## src/rtl/dmem_arb_pkg.sv

```systemverilog
// Shared types for the data-memory arbiter: FSM state encoding and owner tags.
package dmem_arb_pkg;

  typedef enum logic [1:0] {
    ST_IDLE,
    ST_ACCESS,
    ST_RESP
  } state_e;

  localparam logic OWN_CPU = 1'b0;
  localparam logic OWN_DMA = 1'b1;

endpackage

```

## src/rtl/dmem_arb_pick.sv

```systemverilog
// Requester pick: fixed CPU priority with a starvation counter that forces a DMA grant
// after STARVE_LIMIT consecutive CPU grants while DMA waits.
module dmem_arb_pick #(
  parameter int STARVE_LIMIT = 4
) (
  input  logic clk,
  input  logic reset,
  input  logic accept_en,
  input  logic cpu_req_valid,
  input  logic dma_req_valid,
  output logic grant_cpu,
  output logic grant_dma
);

  localparam logic [3:0] LIMIT = 4'(STARVE_LIMIT);

  logic [3:0] starve_cnt_q, starve_cnt_d;
  logic       dma_wins;

  always_comb begin
    // NOTE: every output gets a default before any branch, so no path leaves a latch.
    dma_wins     = dma_req_valid && (!cpu_req_valid || (starve_cnt_q == LIMIT));
    grant_dma    = accept_en && dma_wins;
    grant_cpu    = accept_en && cpu_req_valid && !dma_wins;
    starve_cnt_d = starve_cnt_q;
    if (!dma_req_valid || grant_dma) begin
      starve_cnt_d = '0;
    end else if (grant_cpu && (starve_cnt_q != LIMIT)) begin
      starve_cnt_d = starve_cnt_q + 4'd1;
    end
  end

  // NOTE: clocked state uses non-blocking assignment so all flops sample the same edge.
  always_ff @(posedge clk or posedge reset) begin
    if (reset) begin
      starve_cnt_q <= '0;
    end else begin
      starve_cnt_q <= starve_cnt_d;
    end
  end

endmodule

```

## src/rtl/dmem_arbiter.sv

```systemverilog
// Two-requester arbiter for the single-port data memory: accept -> access -> respond.
// Define DMEM_ARB_MISALIGN_CHK_EN to block misaligned accesses and flag them with resp_err.
module dmem_arbiter
  import dmem_arb_pkg::*;
#(
  parameter int ADDR_W       = 9,
  parameter int DATA_W       = 32,
  parameter int STARVE_LIMIT = 4
) (
  input  logic              clk,
  input  logic              reset,
  input  logic              cpu_req_valid,
  output logic              cpu_req_ready,
  input  logic              cpu_req_we,
  input  logic [ADDR_W-1:0] cpu_req_addr,
  input  logic [DATA_W-1:0] cpu_req_wdata,
  output logic              cpu_resp_valid,
  input  logic              cpu_resp_ready,
  output logic [DATA_W-1:0] cpu_resp_rdata,
  output logic              cpu_resp_err,
  input  logic              dma_req_valid,
  output logic              dma_req_ready,
  input  logic              dma_req_we,
  input  logic [ADDR_W-1:0] dma_req_addr,
  input  logic [DATA_W-1:0] dma_req_wdata,
  output logic              dma_resp_valid,
  input  logic              dma_resp_ready,
  output logic [DATA_W-1:0] dma_resp_rdata,
  output logic              dma_resp_err,
  output logic              mem_read,
  output logic              mem_write,
  output logic [ADDR_W-1:0] mem_addr,
  output logic [DATA_W-1:0] mem_wdata,
  input  logic [DATA_W-1:0] mem_rdata
);

  state_e            state_q;
  logic              owner_q;
  logic              we_q;
  logic [ADDR_W-1:0] addr_q;
  logic [DATA_W-1:0] wdata_q;
  logic [DATA_W-1:0] rdata_q;
  logic              err_q;

  logic accept_en, grant_cpu, grant_dma;
  logic misalign, in_access, mem_en, resp_hs;

  // Reset gates acceptance so no ready escapes while the block is held in reset.
  assign accept_en = (state_q == ST_IDLE) && !reset;

  dmem_arb_pick #(.STARVE_LIMIT(STARVE_LIMIT)) u_pick (
    .clk          (clk),
    .reset        (reset),
    .accept_en    (accept_en),
    .cpu_req_valid(cpu_req_valid),
    .dma_req_valid(dma_req_valid),
    .grant_cpu    (grant_cpu),
    .grant_dma    (grant_dma)
  );

  assign cpu_req_ready = grant_cpu;
  assign dma_req_ready = grant_dma;

`ifdef DMEM_ARB_MISALIGN_CHK_EN
  assign misalign = (addr_q[1:0] != 2'b00);
`else
  assign misalign = 1'b0;
`endif

  assign in_access = (state_q == ST_ACCESS);
  assign mem_en    = in_access && !misalign;
  assign mem_read  = mem_en && !we_q;
  assign mem_write = mem_en && we_q;
  assign mem_addr  = in_access ? addr_q  : '0;
  assign mem_wdata = in_access ? wdata_q : '0;

  assign cpu_resp_valid = (state_q == ST_RESP) && (owner_q == OWN_CPU);
  assign dma_resp_valid = (state_q == ST_RESP) && (owner_q == OWN_DMA);
  assign cpu_resp_rdata = cpu_resp_valid ? rdata_q : '0;
  assign dma_resp_rdata = dma_resp_valid ? rdata_q : '0;
  assign cpu_resp_err   = cpu_resp_valid && err_q;
  assign dma_resp_err   = dma_resp_valid && err_q;
  assign resp_hs        = (cpu_resp_valid && cpu_resp_ready) || (dma_resp_valid && dma_resp_ready);

  always_ff @(posedge clk or posedge reset) begin
    if (reset) begin
      state_q <= ST_IDLE;
      owner_q <= OWN_CPU;
      we_q    <= 1'b0;
      addr_q  <= '0;
      wdata_q <= '0;
      rdata_q <= '0;
      err_q   <= 1'b0;
    end else begin
      case (state_q)
        ST_IDLE: begin
          if (grant_cpu || grant_dma) begin
            owner_q <= grant_dma ? OWN_DMA       : OWN_CPU;
            we_q    <= grant_dma ? dma_req_we    : cpu_req_we;
            addr_q  <= grant_dma ? dma_req_addr  : cpu_req_addr;
            wdata_q <= grant_dma ? dma_req_wdata : cpu_req_wdata;
            state_q <= ST_ACCESS;
          end
        end
        ST_ACCESS: begin
          rdata_q <= (we_q || misalign) ? '0 : mem_rdata;
          err_q   <= misalign;
          state_q <= ST_RESP;
        end
        ST_RESP: begin
          if (resp_hs) state_q <= ST_IDLE;
        end
        default: state_q <= ST_IDLE;
      endcase
    end
  end

endmodule

```

## config.mk

```make
export PLATFORM = sky130hd
export DESIGN_NAME = dmem_arbiter
export DESIGN_NICKNAME = d
export VERILOG_FILES = /design/src/rtl/dmem_arb_pkg.sv /design/src/rtl/dmem_arb_pick.sv /design/src/rtl/dmem_arbiter.sv
export SDC_FILE = /design/constraint.sdc
export NUM_CORES = 1
export LEC_CHECK = 0
export CAP_MARGIN = 40
export CORE_AREA = 2 2 198 103
export DETAILED_ROUTE_END_ITERATION = 12
export DIE_AREA = 0 0 200 105
export GPL_ROUTABILITY_DRIVEN = 0
export SYNTH_ARGS = -nofsm -noshare
export SYNTH_HDL_FRONTEND = slang
export SYNTH_SLANG_ARGS = --single-unit
```

## constraint.sdc

```tcl
create_clock -name clk -period 2.9 [get_ports clk]
set_input_delay 0.435 -clock clk [delete_from_list [all_inputs] [get_ports clk]]
set_output_delay 0.435 -clock clk [all_outputs]
set_load 0.01 [all_outputs]
```

Word level (Yosys, flattened, before mapping)
Index checks and enable logic that the tools add are counted.
{ "totals": {"regBits": 81, "in_bits": 122, "out_inout_bits": 113, "word_cells": 54} }
{ "op_classes": {"n_addsub": 1, "n_eq_ne": 6, "muxes": 14, "n_bitwise": 1, "reduce_logical": 25} }
{ "op_table": {"columns": ["operator", "n"], "rows": [
  ["two-way mux 32 bit", 5],
  ["two-way mux 9 bit", 2],
  ["logical AND 1 bit", 12],
  ["two-way mux 4 bit", 2],
  ["one-hot mux 2 bit (3 select lines)", 1],
  ["logical NOT 1 bit", 5],
  ["adder 4 x 1 -> 4 bit, second input constant", 1],
  ["equality test 4 x 3 -> 1 bit, second input constant", 1],
  ["logical OR 1 bit", 4],
  ["two-way mux 2 bit", 2],
  ["!= test 4 x 3 -> 1 bit, second input constant", 1],
  ["AND reduction 2 bit", 2],
  ["equality test 2 x 1 -> 1 bit, second input constant", 1],
  ["equality test 2 bit, second input constant", 1],
  ["logical NOT 2 bit", 1],
  ["two-way mux 1 bit", 2],
  ["!= test 2 x 1 -> 1 bit, second input constant", 1],
  ["!= test 2 bit, second input constant", 1],
  ["nonzero test 2 bit", 1],
  ["NOT 1 bit", 1]
]} }

Logic depth before layout (Yosys ltp)
{ "depth": {"ltp_word": 8, "mapped_depth": 7, "mapped_depth_nobuf": 6} }

Hierarchy
Synthesis repeated with hierarchy kept, for this count alone.
{ "unflattened": {"cells_unflattened": 440, "hier_area_um2": 4719.5} }
{ "by_module_without_submodules": {"columns": ["module", "instances", "cells_each", "area_each_um2"], "rows": [
  ["dmem_arbiter", 1, 412, 4455.5],
  ["dmem_arb_pick", 1, 28, 264.0]
]} }

Worst setup path before layout
No wires, ideal clock.
{ "synth_timing": {"path_kind": "register to output", "startpoint": "reg u_pick.starve_cnt_q[0]", "endpoint": "out cpu_req_ready", "t_arrival_ns": 1.467, "required_ns": 2.465, "setup_slack_ns": 0.998, "stages_incl_launch_ff": 8, "path_cell_list": "dfrtp_1 -> inv_1 -> ha_1 -> nand3b_4 -> a21boi_2 -> buf_2 -> buf_2 -> nor2_1"} }
{ "synth_between": {"elab_chain_len": 5} }
{ "synth_rtl": {"columns": ["element", "line_no", "source"], "rows": [
  ["from (decl)", "dmem_arb_pick.sv:17", "logic [3:0] starve_cnt_q, starve_cnt_d;"],
  ["from (signal assigned)", "dmem_arb_pick.sv:38", "starve_cnt_q <= starve_cnt_d;"],
  ["equality test 4 x 3 -> 1 bit", "dmem_arb_pick.sv:22", "dma_wins = dma_req_valid && (!cpu_req_valid || (starve_cnt_q == LIMIT));"],
  ["logical OR 1 bit", "dmem_arb_pick.sv:22", null],
  ["logical AND 1 bit", "dmem_arb_pick.sv:22", null],
  ["logical NOT 1 bit", "dmem_arb_pick.sv:24", "grant_cpu = accept_en && cpu_req_valid && !dma_wins;"],
  ["logical AND 1 bit", "dmem_arb_pick.sv:24", null],
  ["to (decl)", "dmem_arbiter.sv:13", "output logic cpu_req_ready,"]
]} }
No other way between the ends.

Final worst setup path
{ "layout_timing": {"startpoint": "reg u_pick.starve_cnt_q[0]", "endpoint": "out dma_req_ready"} }
{ "layout_between": {"elab_chain_len": 4} }
{ "layout_rtl": {"columns": ["element", "line_no", "source"], "rows": [
  ["equality test 4 x 3 -> 1 bit", "dmem_arb_pick.sv:22", null],
  ["logical OR 1 bit", "dmem_arb_pick.sv:22", null],
  ["logical AND 1 bit", "dmem_arb_pick.sv:22", null],
  ["logical AND 1 bit", "dmem_arb_pick.sv:23", "grant_dma = accept_en && dma_wins;"],
  ["to (decl)", "dmem_arbiter.sv:22", "output logic dma_req_ready,"]
]} }
No other way between the ends.

==> metrics.yaml <==
setup_path:
  end_kind: "output port"
  worstPathMaxFanout: 5
  worst_setup_path_start_kind: "flop"
  r2r_start: "u_pick.starve_cnt_q[0]$_DFFE_PP0P_"
  cp_data_arrival_time_ps: 2170
  crit_required_ps: 2470
  r2r_cells: 7
  critPathKind: "reg2out"
  rrSetupSlack_ps: 920
  rr_endpoint: "wdata_q[14]$_DFFE_PP0P_"
cts:
  ctsHoldBuffers: 0
  h-tree-depth: 3
  cts_resized: 0
  clk_pin_slew_ps: 60
  clk_latency_ps: 340
  cts.sinks: 81
  cts_tree: "yes"
  clock_path_buffers: 2
  cts_root_buffer: "clkbuf_16"
  cts_setup_buffers: 0
  cts_made_buffers: 9
min_path:
  hp-start: "rdata_q[15]$_DFFE_PP0N_"
  worstHoldPathType: "reg2reg"
  hold_depth: 2
  min_to: "rdata_q[15]$_DFFE_PP0N_"
global_routing:
  grt.busiest_layer: "met1"
  grt_pass1_wl_mm: 25.28
  grtUsageTotal: 0.1564
  gr-usage-met2: 0.2145
  grt_util_met1: 0.2343
  grt.met3_usage: 0.05487
  gr-total-overflow: 0
  grt_start_max_net_pins: 83
  grt_pass1_vias: 4333
  antenna_found_initial: 0
route:
  first_pass_iters: 4
  antenna_left: 0
  drcViolationCount: 0
  via_per_inst: 4.334
  drt-initial-drc-count: 250
  post_drt_wl_per_cell_um: 15.82
  vias: 4434
  wl_mm: 16.19
floorplan:
  io_pins: 235
  die_area_um2: 21000
  fp.dieW_um: 200
  core_um2: 19140
  rows: 36
  start_util: 0.2469
  die_h_um: 105
power_and_ir_drop:
  p_leak_nw: 3.104
  worst_ir_drop_vdd_mv: 0.2715
  p_per_area_nw_per_um2: 702.0
placed_design:
  dpl_cell_area_um2: 7327
  place_hpwl_mm: 11.72
  numPortBuffers: 232
synthesis:
  synth-main-ff-cell: "dfrtp_1"
  async_reset_ff_frac: 1.000
  synth-edff-count: 0
  syn_area_per_cell_um2: 8.751
  syn_inst: 540
  synth_cell_types: 33
  netlist_area_um2: 4726
  ys_seq_area_frac: 0.4289
  ys_ff_latch: 81
  synth_warnings: 0
final_layout:
  syn2layout_area_growth_pct: 62.35
  antenna_cells: 0
  fillers: 1966
  nNetsFinal: 876
  seq_area_um2: 2027
  stdcell_area_um2: 7672
  layout-drive-gt1-share: 0.1044
  multi_input_comb_area_um2: 2474
  utilization: 0.4008
sta:
  rsz0062_at_grt: "no"
  clock-skew-final_ps: 6.192
  hold_viol_final: 0
  fin_crit_sh: 0.8990
  fin_setup_tns_ps: 0
  min_period_ps: 2607
  setup_violations: 0
  slew_violations: 0
  fmax_mhz: 383.6
  tightest_slew_ps: 599.5
  slew_headroom: 0.5998
run:
  cap_violations: 0
outcome:
  run_status: "finished clean"
==> flip-flops by register name, indices dropped and copies added (netlist names) <==
name	cells
state_q	2
u_pick.starve_cnt_q	4
wdata_q	32
owner_q	1
addr_q	9
we_q	1
rdata_q	32
==> layout by cell type, fill, tap and decap left out, types with 2 or more instances in the layout <==
master	count
buf_4	10
buf_12	4
nor2_2	2
clkbuf_16	9
ha_1	2
nand2b_1	2
nand2_1	69
a21boi_0	2
dfrtp_1	81
nor3_1	42
o21ai_0	2
nand3b_1	32
clkdlybuf4s50_1	232
and2_1	108
conb_1	2
nand3_1	2
inv_1	3
bufinv_16	3
a211oi_1	3
clkinv_2	2
a211oi_2	39
nor2_1	87
==> area by class of cell <==
class	count	share of cell area
sequential	81	0.2642
multi-input combinational	410	0.3224
inverter	4	0.002120
clock inverter	5	0.01337
timing repair buffer	246	0.3229
clock buffer	11	0.03164
tap	266	0.04338
==> logic make-up (layout without fill, tap and decap cells) <==
family / count (synthesis) / count (layout) / synth area share
buf+inv: 50 / 266 / 0.05321
mux: 1 / 1 / 0.002383
other cells: 1 / 2 / 0.0007935
compound gates: 50 / 50 / 0.1202
fa+ha+maj: 2 / 2 / 0.005294
simple gates: 355 / 355 / 0.3892
flops: 81 / 81 / 0.4289
==> cells in the mapped netlist (2+ instances only) <==
library cell / instances / area, um2
and2_1: 108 / 675.7
a21boi_0: 2 / 15.01
a211oi_2: 39 / 488.0
nand2_1: 70 / 262.8
inv_1: 4 / 15.01
ha_1: 2 / 25.02
nand3_1: 2 / 10.01
nor3_1: 42 / 210.2
nand2b_1: 2 / 12.51
clkbuf_1: 19 / 71.32
buf_4: 2 / 15.01
dfrtp_1: 81 / 2027
nor2_1: 89 / 334.1
buf_2: 21 / 105.1
nor2b_1: 2 / 12.51
buf_6: 4 / 45.04
nand3b_1: 32 / 240.2
o21ai_0: 2 / 10.01
a211oi_1: 3 / 22.52
==> through the flow <==
step,hold WS (ps),total power [mW],std cells,setup slack (ps)
detailed placement,466.7,4.099,1007,324.2
CTS,480.5,5.475,1023,269.4
global route,499.0,5.789,1023,163.5
global placement,464.3,4.075,1007,337.6
floorplan,444.2,3.016,541,384.9
finish,475.6,5.386,1023,292.9
==> power breakdown <==
group	total, mW	internal (mW)	switching [mW]
logic	2.28	1.13	1.15
registers	1.77	1.52	0.248
clock network	1.34	0.864	0.475
total	5.39	3.52	1.87
==> layer usage <==
layer,vias to the layer above,share of wire
met5,-,0
met4,0,0.0060
met3,9,0.086
met2,160,0.39
met1,2076,0.52
li1,2189,-
==> worst max-delay path by stage <==
stage                                       start                     to  slack (ps)
5_1_grt                                     reset          cpu_req_ready         160
4_1_cts        u_pick.starve_cnt_q[0]$_DFFE_PP0P_          dma_req_ready         270
3_3_place_gp                                reset          cpu_req_ready         340
2_1_floorplan                               reset  addr_q[0]$_DFFE_PP0P_         380
3_5_place_dp                                reset          cpu_req_ready         320
6_report       u_pick.starve_cnt_q[0]$_DFFE_PP0P_          dma_req_ready         290
==> critical path, stage by stage, from the launching register on <==
cell and delay [ps]:
dfrtp_1 420, inv_1 90, ha_1 210, nand3b_4 110
a21boi_4 240, and2_1 190, clkdlybuf4s50_1 570
(Power assumes the default switching activity.)
